<file path="src/rtl/bus_demux_rx_pkg.sv">
// bus_demux_rx shared definitions.
// Defaults, lane encodings and pointer-width helper.
package bus_demux_rx_pkg;

  localparam int DEF_WIDTH = 4;
  localparam int DEF_DEPTH = 2;
  localparam int DEF_CNT_W = 8;

  localparam logic LANE_A = 1'b1;
  localparam logic LANE_B = 1'b0;

  function automatic int clog2(input int n);
    int r;
    r = 0;
    while ((1 << r) < n) r++;
    return r;
  endfunction

endpackage

</file>
<file path="src/rtl/bus_demux_rx_lane_fifo.sv">
// Per-lane FIFO with registered head.
// Occupancy is one bit wider than the pointers.
module lane_fifo
  import bus_demux_rx_pkg::*;
#(
  parameter int WIDTH = DEF_WIDTH,
  parameter int DEPTH = DEF_DEPTH
) (
  input  logic             clk,
  input  logic             rst,
  input  logic             push,
  input  logic [WIDTH-1:0] wdata,
  output logic             full,
  input  logic             pop,
  output logic             empty,
  output logic [WIDTH-1:0] head
);

  localparam int PTR_W = clog2(DEPTH);

  logic [WIDTH-1:0] mem [DEPTH];
  logic [PTR_W-1:0] wr_ptr;
  logic [PTR_W-1:0] rd_ptr;
  logic [PTR_W:0]   occ;
  logic             do_push;
  logic             do_pop;

  assign full    = (occ == (PTR_W+1)'(DEPTH));
  assign empty   = (occ == '0);
  assign do_push = push & ~full;
  assign do_pop  = pop & ~empty;
  assign head    = mem[rd_ptr];

  always_ff @(posedge clk) begin
    if (rst) begin
      wr_ptr <= '0;
      rd_ptr <= '0;
      occ    <= '0;
      for (int i = 0; i < DEPTH; i++)
        mem[i] <= '0;
    end else begin
      if (do_push) begin
        mem[wr_ptr] <= wdata;
        wr_ptr      <= wr_ptr + PTR_W'(1);
      end
      if (do_pop)
        rd_ptr <= rd_ptr + PTR_W'(1);
      unique case ({do_push, do_pop})
        2'b10:   occ <= occ + (PTR_W+1)'(1);
        2'b01:   occ <= occ - (PTR_W+1)'(1);
        default: occ <= occ;
      endcase
    end
  end

endmodule

</file>
<file path="src/rtl/bus_demux_rx.sv">
// Shared-bus receiver: steers words into two lane FIFOs
// and counts words delivered per lane.
module bus_demux_rx
  import bus_demux_rx_pkg::*;
#(
  parameter int WIDTH = DEF_WIDTH,
  parameter int DEPTH = DEF_DEPTH,
  parameter int CNT_W = DEF_CNT_W
) (
  input  logic             clk,
  input  logic             rst,
  input  logic [WIDTH-1:0] bus_data,
  input  logic             bus_sel,
  input  logic             bus_valid,
  output logic             bus_ready,
  output logic [WIDTH-1:0] a_data,
  output logic             a_valid,
  input  logic             a_ready,
  output logic [WIDTH-1:0] b_data,
  output logic             b_valid,
  input  logic             b_ready,
  output logic [CNT_W-1:0] a_cnt,
  output logic [CNT_W-1:0] b_cnt
);

  logic full_a, full_b;
  logic empty_a, empty_b;
  logic push_a, push_b;
  logic pop_a, pop_b;

  // Ready looks only at registered occupancy, never at same-cycle pops.
  assign bus_ready = (bus_sel == LANE_A) ? ~full_a : ~full_b;
  assign push_a    = bus_valid & bus_ready & (bus_sel == LANE_A);
  assign push_b    = bus_valid & bus_ready & (bus_sel == LANE_B);

  assign a_valid = ~empty_a;
  assign b_valid = ~empty_b;
  assign pop_a   = a_valid & a_ready;
  assign pop_b   = b_valid & b_ready;

  lane_fifo #(.WIDTH(WIDTH), .DEPTH(DEPTH)) u_lane_a (
    .clk   (clk),
    .rst   (rst),
    .push  (push_a),
    .wdata (bus_data),
    .full  (full_a),
    .pop   (pop_a),
    .empty (empty_a),
    .head  (a_data)
  );

  lane_fifo #(.WIDTH(WIDTH), .DEPTH(DEPTH)) u_lane_b (
    .clk   (clk),
    .rst   (rst),
    .push  (push_b),
    .wdata (bus_data),
    .full  (full_b),
    .pop   (pop_b),
    .empty (empty_b),
    .head  (b_data)
  );

  always_ff @(posedge clk) begin
    if (rst) begin
      a_cnt <= '0;
      b_cnt <= '0;
    end else begin
      if (pop_a) a_cnt <= a_cnt + CNT_W'(1);
      if (pop_b) b_cnt <= b_cnt + CNT_W'(1);
    end
  end

endmodule

</file>
<file path="config.mk">
export PLATFORM = sky130hd
export DESIGN_NAME = bus_demux_rx
export DESIGN_NICKNAME = d
export VERILOG_FILES = /design/src/rtl/bus_demux_rx_pkg.sv /design/src/rtl/bus_demux_rx_lane_fifo.sv /design/src/rtl/bus_demux_rx.sv
export SDC_FILE = /design/constraint.sdc
export NUM_CORES = 1
export LEC_CHECK = 0
export BUFFER_PORTS_ARGS = -buffer_cell sky130_fd_sc_hd__buf_2
export CAP_MARGIN = 20
export CORE_MARGIN = 4
export CORE_UTILIZATION = 55
export CTS_BUF_LIST = sky130_fd_sc_hd__clkbuf_8
export CTS_CLUSTER_DIAMETER = 100
export DETAILED_ROUTE_END_ITERATION = 12
export PLACE_DENSITY = 0.76
export SLEW_MARGIN = 20
export SYNTH_ARGS = -nofsm -noshare
export SYNTH_HDL_FRONTEND = slang
export SYNTH_SLANG_ARGS = --single-unit
</file>
<file path="constraint.sdc">
create_clock -name clk -period 4.73 [get_ports clk]
set_input_delay 0.2365 -clock clk [delete_from_list [all_inputs] [get_ports clk]]
set_output_delay 0.2365 -clock clk [all_outputs]
set_load 0.02 [all_outputs]
</file>
Word level (Yosys, flattened, before mapping)
Memory sizes are Yosys's and may differ from the RTL's. A register that Yosys moved wholly into a read port is not among the register bits. Cells that the tools add are included.

Output and inout bits: 27. Flip-flop bits (word level): 24. Memories kept: 2. Input bits: 10. Bits in writable memories: 16.

$add $sub $neg: 10. Muxes and demuxes: 21. Bitwise gates (word level): 14. Equal/unequal tests: 6. Reductions and logical operators: 6.

Memory list: u_lane_a.mem (words 2, width 4, read ports 1, clocked after memory_dff 1, wr ports 2, RTL line bus_demux_rx_lane_fifo.sv:21) `logic [WIDTH-1:0] mem [DEPTH];`; u_lane_b.mem (words 2, width 4, read ports 1, clocked after memory_dff 1, wr ports 2, RTL line bus_demux_rx_lane_fifo.sv:21).

Operators with widths (number): $mux W1 (17); $add A8 B1 Y8 const B (2); $and A1 B1 Y1 (9); $eq A2 B2 Y1 const B (4); $mux W4 (2); $pmux W2 S2 (2); $reduce_or A4 Y1 (2); $not A1 Y1 (5); $add A1 B1 Y1 const B (4); $add A2 B1 Y2 const B (2); $eq A2 B1 Y1 const B (2); $logic_not A2 Y1 (2); $reduce_bool A2 Y1 (2); $sub A2 B1 Y2 const B (2).

Depth between registers and ports, before layout
Gate-level depths: netlist of run 1.

Depth in word-level cells: 11. Gate-level depth with buffers: 7. Mapped depth without buffers: 6.

Cells and area by module
From an unflattened synthesis of run 1, not the netlist that was laid out.

Cell total of the unflattened synthesis: 190. Area total of the unflattened synthesis: 1893.1 µm².

By module, submodules not included: lane_fifo (times used 2, cells an instance 53, area an instance 580.6 µm²); bus_demux_rx (times used 1, cells an instance 84, area an instance 732.0 µm²).

Least setup slack after synthesis of run 1
No wires, ideal clock.

Path type: reg2reg. Start: register u_lane_a.occ[0]. End: register u_lane_a.occ[1]. Cell stages (with the launch flop): 7. Path slack: 3.045 ns. Required time: 4.660 ns. Arrival time: 1.615 ns. Setup time: 0.070 ns. Path buffers: 1. Path through: dfxtp_1 buf_4 o21ai_2 inv_1 ha_1 or3_1 a21oi_1.

Elaborated cells between the ends (all ways): 16. Those cells by class: add/sub (2); eq/ne (3); mux (2); bitwise (7); reduce/logical (2).

RTL lines: from (decl) (RTL line bus_demux_rx_lane_fifo.sv:24) `logic [PTR_W:0] occ;`; from (signal assigned) (RTL line bus_demux_rx_lane_fifo.sv:49) `2'b10: occ <= occ + (PTR_W+1)'(1);`; from (signal assigned) (RTL line bus_demux_rx_lane_fifo.sv:50) `2'b01: occ <= occ - (PTR_W+1)'(1);`; $logic_not A2 Y1 * (RTL line bus_demux_rx_lane_fifo.sv:29) `assign empty = (occ == '0);`; $not A1 Y1 * (RTL line bus_demux_rx.sv:36) `assign a_valid = ~empty_a;`; $and A1 B1 Y1 * (RTL line bus_demux_rx.sv:38) `assign pop_a = a_valid & a_ready;`; via pop_a (RTL line bus_demux_rx.sv:29) `logic pop_a, pop_b;`; $and A1 B1 Y1 * (RTL line bus_demux_rx_lane_fifo.sv:31) `assign do_pop = pop & ~empty;`; $eq A2 B1 Y1 or $eq A2 B2 Y1 (tied branches) (RTL line bus_demux_rx_lane_fifo.sv:48) `unique case ({do_push, do_pop})`; $pmux W2 S2 or $reduce_bool A2 Y1 (tied branches).

The timed path passes the listed nets; every way through them passes the cells marked *. A chain may end at the register's enable or synchronous reset.

Worst setup path after layout of run 1
Start: register u_lane_a.occ[0]. End: register u_lane_a.occ[1].

Cells in the longest elaborated chain, start to end: 8. Elaborated cells between the ends (all ways): 16. Those cells by class: add/sub (2); eq/ne (3); mux (2); bitwise (7); reduce/logical (2).

Ends and longest elaborated chain: $eq A2 B2 Y1 (RTL line bus_demux_rx_lane_fifo.sv:28) `assign full = (occ == (PTR_W+1)'(DEPTH));`; $not A1 Y1 (RTL line bus_demux_rx_lane_fifo.sv:30, bus_demux_rx.sv:32); $mux W1 (RTL line bus_demux_rx.sv:32) `assign bus_ready = (bus_sel == LANE_A) ? ~full_a : ~full_b;`; $and A1 B1 Y1 (2 in a row) (RTL line bus_demux_rx.sv:33) `assign push_a = bus_valid & bus_ready & (bus_sel == LANE_A);`; $and A1 B1 Y1 (RTL line bus_demux_rx_lane_fifo.sv:30) `assign do_push = push & ~full;`; $eq A2 B1 Y1 or $eq A2 B2 Y1 (tied branches) (RTL line bus_demux_rx_lane_fifo.sv:48); $pmux W2 S2 or $reduce_bool A2 Y1 (tied branches).

Several ways; a longest one is shown, not always the timed one.

==> run_results.csv, run 1 <==
group,metric,value,unit
yosys,synthesis.instances,182,
placed_design,numPortBuffers,36,
sta,min_period_over_period,0.395,
setup_path,path_max_fanout,6,
floorplanning,rows,21,
yosys,synth_edf_count,16,
yosys,avgSynthCellArea,10.5,um^2
sta,whs,0.272,ns
sta,tightest_slew,0.517,ns
detailed_routing,drt_iter0_markers,48,
grt,grt_pass1_wl,5.93,mm
yosys,synthArstFlopShare,0,
pwr,p_per_area,427,nW/um^2
sta,relSlewSlack,0.655,
final_layout,seqCellArea,1000,um^2
clocking,cts_buffers,5,
final_layout,drive_gt1_frac,0.271,
clocking,cts-root-buf,"clkbuf_8",
clocking,clk_latency,0.29,ns
final_layout,utilization,0.661,
detailed_routing,wirelength,3.60,mm
setup_path,crit_path_frequent_cell,"or3_1",
hold_path,hold_class,"input port to flip-flop",
final_layout,design_area,2210,um^2
final_layout,fin_nets,234,
sta,rsz0062_at_grt,"no",
clocking,hold_buffers,0,
sta,post-route-min-period,1.87,ns
setup_path,cp_cell_sequence,"nor2b_1, or3_1, ha_1, or3_1, a21oi_1",
clocking,ctsLongestPathBuffers,2,
setup_path,end_kind,"flip-flop",
setup_path,required,4.95,ns
grt,gr-total-overflow,0,
yosys,synthFlopType,"dfxtp_1",
detailed_routing,ant_nets,0,
status,status,"finished clean",
final_layout,fillCellCount,286,
clocking,cts_resized,0,
setup_path,slowest_delay,0.46,ns
final_layout,areaGrowthSynthToFinish,15.5,%
clocking,cts_setup_buffers,0,
setup_path,critPathSlowestCell,"dfxtp_1",
floorplanning,die_area,4480,um^2
yosys,yosys.cell_types.count,31,
sta,skew,0.00440,ns
detailed_routing,dr.pass1.iters,4,
floorplanning,coreArea,3340,um^2
floorplanning,fp.dieW,66.9,um
detailed_routing,avgViaCountPerCell,5.44,
placed_design,placed_cell_area,2120,um^2
grt,antenna_found_initial,0,
pwr,peakVddDrop,0.000274,V
detailed_routing,post_drt_wl_per_cell,13.5,um
yosys,synth_seq_area_share,0.524,
detailed_routing,drcViolationCount,0,
yosys,synthesis.area,1910,um^2
floorplanning,initial_core_util,0.573,
clocking,cts_tree,"done",
placed_design,place_hpwl,2.68,mm
detailed_routing,vias,1453,
setup_path,startpoint_type,"flip-flop",
setup_path,critical_path_class,"flip-flop to flip-flop",
clocking,clk_pin_slew_worst_paths,0.08,ns
sta,hold_viol,0,
floorplanning,io_pins,37,
clocking,htree_levels,2,
grt,grt_start_max_net_pins,34,
sta,fmax,535,MHz
pwr,p_leak,0.000927,uW
setup_path,reg2reg_slack,2.86,ns
yosys,ys_seq_elements,42,
final_layout,mostFrequentLayoutCells,"buf_2 (36), dfxtp_1 (26), nor2_1 (18)",
yosys,syn_nets,196,
final_layout,multi_input_area,846,um^2
placed_design,place_congestion,0.728,
yosys,yosysWarnings,0,
sta,drv_slew,0,
final_layout,final_common_cell,"buf_2",
setup_path,cp_data_arrival_time,2.09,ns
run,drv_cap,0,
floorplanning,fp.dieH,66.9,um
sta,setup_viol,0,
sta,setup-tns-final,0,ns
grt,grt_pass1_vias,1335,
clocking,cts.sinks,42,
grt,grt_usage,0.177,
final_layout,diodes,0,
cell usage after synthesis, types with 4 or more instances:
master	instances	area, um^2
a21oi_1	12	60.1
and2_1	12	75.1
dfxtp_1	26	521
edfxtp_1	16	480
ha_1	4	50.1
inv_1	8	30.0
mux2_2	8	90.1
nand2b_1	6	37.5
nor2_1	18	67.6
o21ai_0	7	35.0
o31ai_1	5	37.5
or3_1	9	56.3
or4_1	7	52.6
xor2_1	7	61.3
cell families (layout without fill, tap and decap cells):
group                    Yosys count  in the layout  synth area share
AO/OA/AOI/OAI                     31             31            0.0976
buffers and inverters             15             54            0.0334
XOR/XNOR                          10             10            0.0458
AND/OR/NAND/NOR                   69             69             0.210
multiplexers                      11             11            0.0629
flip-flops                        42             42             0.524
adder cells (fa/ha/maj)            4              4            0.0262
worst max-delay path: cells and delay by family (launching register included):
| family | cells | cell delay, ns |
|---|---|---|
| adder cells (fa/ha/maj) | 1 | 0.32 |
| AO/OA/AOI/OAI | 1 | 0.16 |
| AND/OR/NAND/NOR | 3 | 0.86 |
| flip-flops | 1 | 0.46 |
final timing paths:
check,to,startpoint,cells after the start
min reg2reg,a_cnt[7],a_cnt[7],2
max,u_lane_a.occ[1],u_lane_a.occ[0],5
max reg2reg,u_lane_a.occ[1],u_lane_a.occ[0],5
min,u_lane_b.mem[0][1],bus_data[1],2
report_power, final:
part / total, uW / leakage (uW) / switching, uW / internal [uW]
registers: 468 / 0.000379 / 46.3 / 422
logic: 254 / 0.000507 / 146 / 108
clock network: 221 / 0.0000416 / 120 / 101
total: 942 / 0.000927 / 312 / 630
area by class of cell:
type,count,area share
clock buffers,5,0.0312
clock inverters,3,0.00737
inverters,10,0.0170
multi-input cells,125,0.383
flip-flops and latches,42,0.454
well taps,46,0.0261
repair buffers,36,0.0816
metrics by stage:
stage,total power [uW],std cells,setup slack [ns]
final,942,267,2.86
after detailed placement,730,259,2.87
after global routing,1000,267,2.73
after floorplan,662,182,3.04
after CTS,952,267,2.85
after global placement,716,259,2.95
sequential cells by signal, indices dropped and copies added (netlist names), named ones only:
name / cells
a_cnt: 8
b_cnt: 8
u_lane_a.mem: 8
u_lane_a.occ: 2
u_lane_a.rd_ptr: 1
u_lane_a.wr_ptr: 1
u_lane_b.mem: 8
u_lane_b.occ: 2
u_lane_b.rd_ptr: 1
u_lane_b.wr_ptr: 1
layer usage:
metal	wire length, um	up-vias	GRT usage	part of all wire
li1	-	729	-	-
met1	1620	677	0.220	0.45
met2	1700	39	0.283	0.47
met3	219	8	0.0506	0.061
met4	59	0	0.0810	0.016
met5	0	-	0	0
(Power assumes the default switching activity.)
==> run 2: changes to the inputs <==
Settings changed: CORE_UTILIZATION 55 to 51, PLACE_DENSITY 0.76 to 0.74.
Clock period 4.73 ns to 1.6 ns, I/O delays scaled along.
==> run 2 against run 1 <==
Effect of this change:
- first-iteration DRC count shrank 2.1%
- critical path type unchanged
- sequential power grew to 2.9 times the previous value
- total power grew to 3.4 times the previous value
- combinational power grew to 4.1 times the previous value
- via count grew 3.4%
- largest cell class unchanged
- hold slack lost 0.16 ns
- wire length grew 11%
- clock-buffer cell count is the same
- clock power grew to 3.6 times the previous value
- the run now ends with negative setup slack left
- die area grew 6.9%
==> run_results.csv, run 2 (synthesis gave the netlist of run 1 again) <==
group,metric,value,unit
final_layout,multi_input_area,935,um^2
sta,finalWorstSetupSlack,-0.0174,ns
final_layout,instances_no_fill,279,
sta,fmax,618,MHz
clocking,clk_latency,0.29,ns
detailed_routing,post_drt_wl_per_cell,14.3,um
run,drv_cap,0,
clocking,cts.sinks,42,
detailed_routing,maxUsedRoutingLayer,"met4",
clocking,ctsLongestPathBuffers,2,
status,violations,"negative setup slack",
sta,post-route-min-period,1.62,ns
final_layout,design_area,2420,um^2
sta,tightest_slew,0.517,ns
grt,gr-total-overflow,0,
final_layout,drive_gt1_frac,0.378,
placed_design,placed_cell_area,2260,um^2
sta,rsz0062_at_grt,"yes",
placed_design,numPortBuffers,36,
setup_path,slowest_delay,0.33,ns
setup_path,cpLargestDelayFamily,"simple AND/OR/NAND/NOR gates",
floorplanning,fp.dieH,69.2,um
detailed_routing,ant_nets,0,
pwr,p_leak,0.00102,uW
grt,grt_pass1_vias,1501,
detailed_routing,drt_iter0_markers,47,
detailed_routing,wl_met2,1.89,mm
floorplanning,fp.dieW,69.2,um
sta,hold_viol,0,
final_layout,diodes,0,
clocking,htree_levels,2,
setup_path,cp_num_buf_inv,0,
final_layout,fillCellCount,279,
detailed_routing,drcViolationCount,0,
floorplanning,coreArea,3470,um^2
floorplanning,die_area,4790,um^2
sta,skew,0.00529,ns
grt,grt_start_max_net_pins,33,
floorplanning,rows,21,
clocking,hold_buffers,0,
setup_path,end_kind,"flip-flop",
setup_path,critPathSlowestCell,"or3_4",
floorplanning,io_pins,37,
clocking,clk_pin_slew_worst_paths,0.07,ns
status,status,"complete, but fails checks",
final_layout,final_common_cell,"buf_2",
clocking,cts-root-buf,"clkbuf_8",
placed_design,place_inst,270,
setup_path,required,1.83,ns
grt,grt_usage,0.174,
clocking,cts_tree,"done",
grt,grt_pass1_wl,6.76,mm
pwr,peakVddDrop,0.000729,V
sta,drv_slew,0,
placed_design,place_hpwl,2.82,mm
sta,setup_viol,2,
sta,setup-tns-final,-0.0217,ns
detailed_routing,avgViaCountPerCell,5.39,
setup_path,path_max_fanout,3,
setup_path,cp_data_arrival_time,1.84,ns
pwr,p_per_area,1320,nW/um^2
floorplanning,initial_core_util,0.551,
detailed_routing,route.met3.wl,226,um
setup_path,startpoint_type,"flip-flop",
detailed_routing,dr.pass1.iters,4,
final_layout,mostFrequentLayoutCells,"buf_2 (36), dfxtp_1 (22), nor2_1 (18)",
clocking,cts_buffers,5,
sta,min_period_over_period,1.01,
detailed_routing,met1_length,1.79,mm
sta,relSlewSlack,0.652,
setup_path,cp_cell_sequence,"nor2b_4, or3_4, ha_4, xnor2_2, or3_1, a21oi_2",
final_layout,areaGrowthSynthToFinish,26.5,%
grt,antenna_found_initial,0,
final_layout,seqCellArea,1010,um^2
detailed_routing,vias,1503,
final_layout,fin_nets,247,
setup_path,critical_path_class,"flip-flop to flip-flop",
detailed_routing,wirelength,3.98,mm
placed_design,place_congestion,0.738,
hold_path,hold_class,"input port to flip-flop",
## run 2: path summary, 6_finish.rpt
kind                        start            endpoint  slack (ns)  depth (start not counted)
hold / removal        bus_data[3]  u_lane_a.mem[0][3]        0.12                          2
hold reg to reg          b_cnt[7]            b_cnt[7]        0.50                          2
setup reg to reg  u_lane_a.occ[1]     u_lane_a.occ[1]       -0.02                          6
setup / recovery  u_lane_a.occ[1]     u_lane_a.occ[1]       -0.02                          6
## run 2: report_power, final
part	switching, uW	internal (uW)	leakage (uW)
logic	548	494	0.000583
registers	104	1250	0.000380
clock network	349	451	0.0000517
total	1000	2200	0.00102
## run 2: what timing repair did
action | in CTS | in global routing
endpoints found under the hold margin | 0 | 0
setup buffers | 2 | 0
resized for setup | 3 | 8
endpoints found under the setup margin | 2 | 7
pin swaps | 1 | 1
## run 2: layer usage
metal	up-vias	GRT usage
met1	706	0.214
met4	0	0.0738
li1	750	-
met5	-	0
met3	9	0.0507
met2	38	0.283
## run 2: layout make-up
| type | instances | share of cell area |
|---|---|---|
| flip-flops and latches | 42 | 0.416 |
| multi-input cells | 125 | 0.387 |
| repair buffers | 49 | 0.115 |
| clock buffers | 5 | 0.0285 |
| well taps | 46 | 0.0238 |
| inverters | 10 | 0.0155 |
| clock inverters | 2 | 0.0140 |
## run 2: worst register-to-register path: cells and delay by family, from the launching register on
kind	cells	cell delay, ns
XOR/XNOR	1	0.14
AO/OA/AOI/OAI	1	0.12
flip-flops	1	0.32
AND/OR/NAND/NOR	3	0.79
adder cells (fa/ha/maj)	1	0.18
## run 2: through the flow
step	worst slack (ns)	power [uW]	util	hold WS, ns
detailed placement	-0.0111	2310	0.652	0.413
global route	-0.0552	3370	0.697	0.122
floorplan	-0.0205	2020	-	0.254
CTS	-0.0185	3150	0.689	0.113
finish	-0.0174	3200	0.697	0.117
global placement	0.0533	2260	0.652	0.420
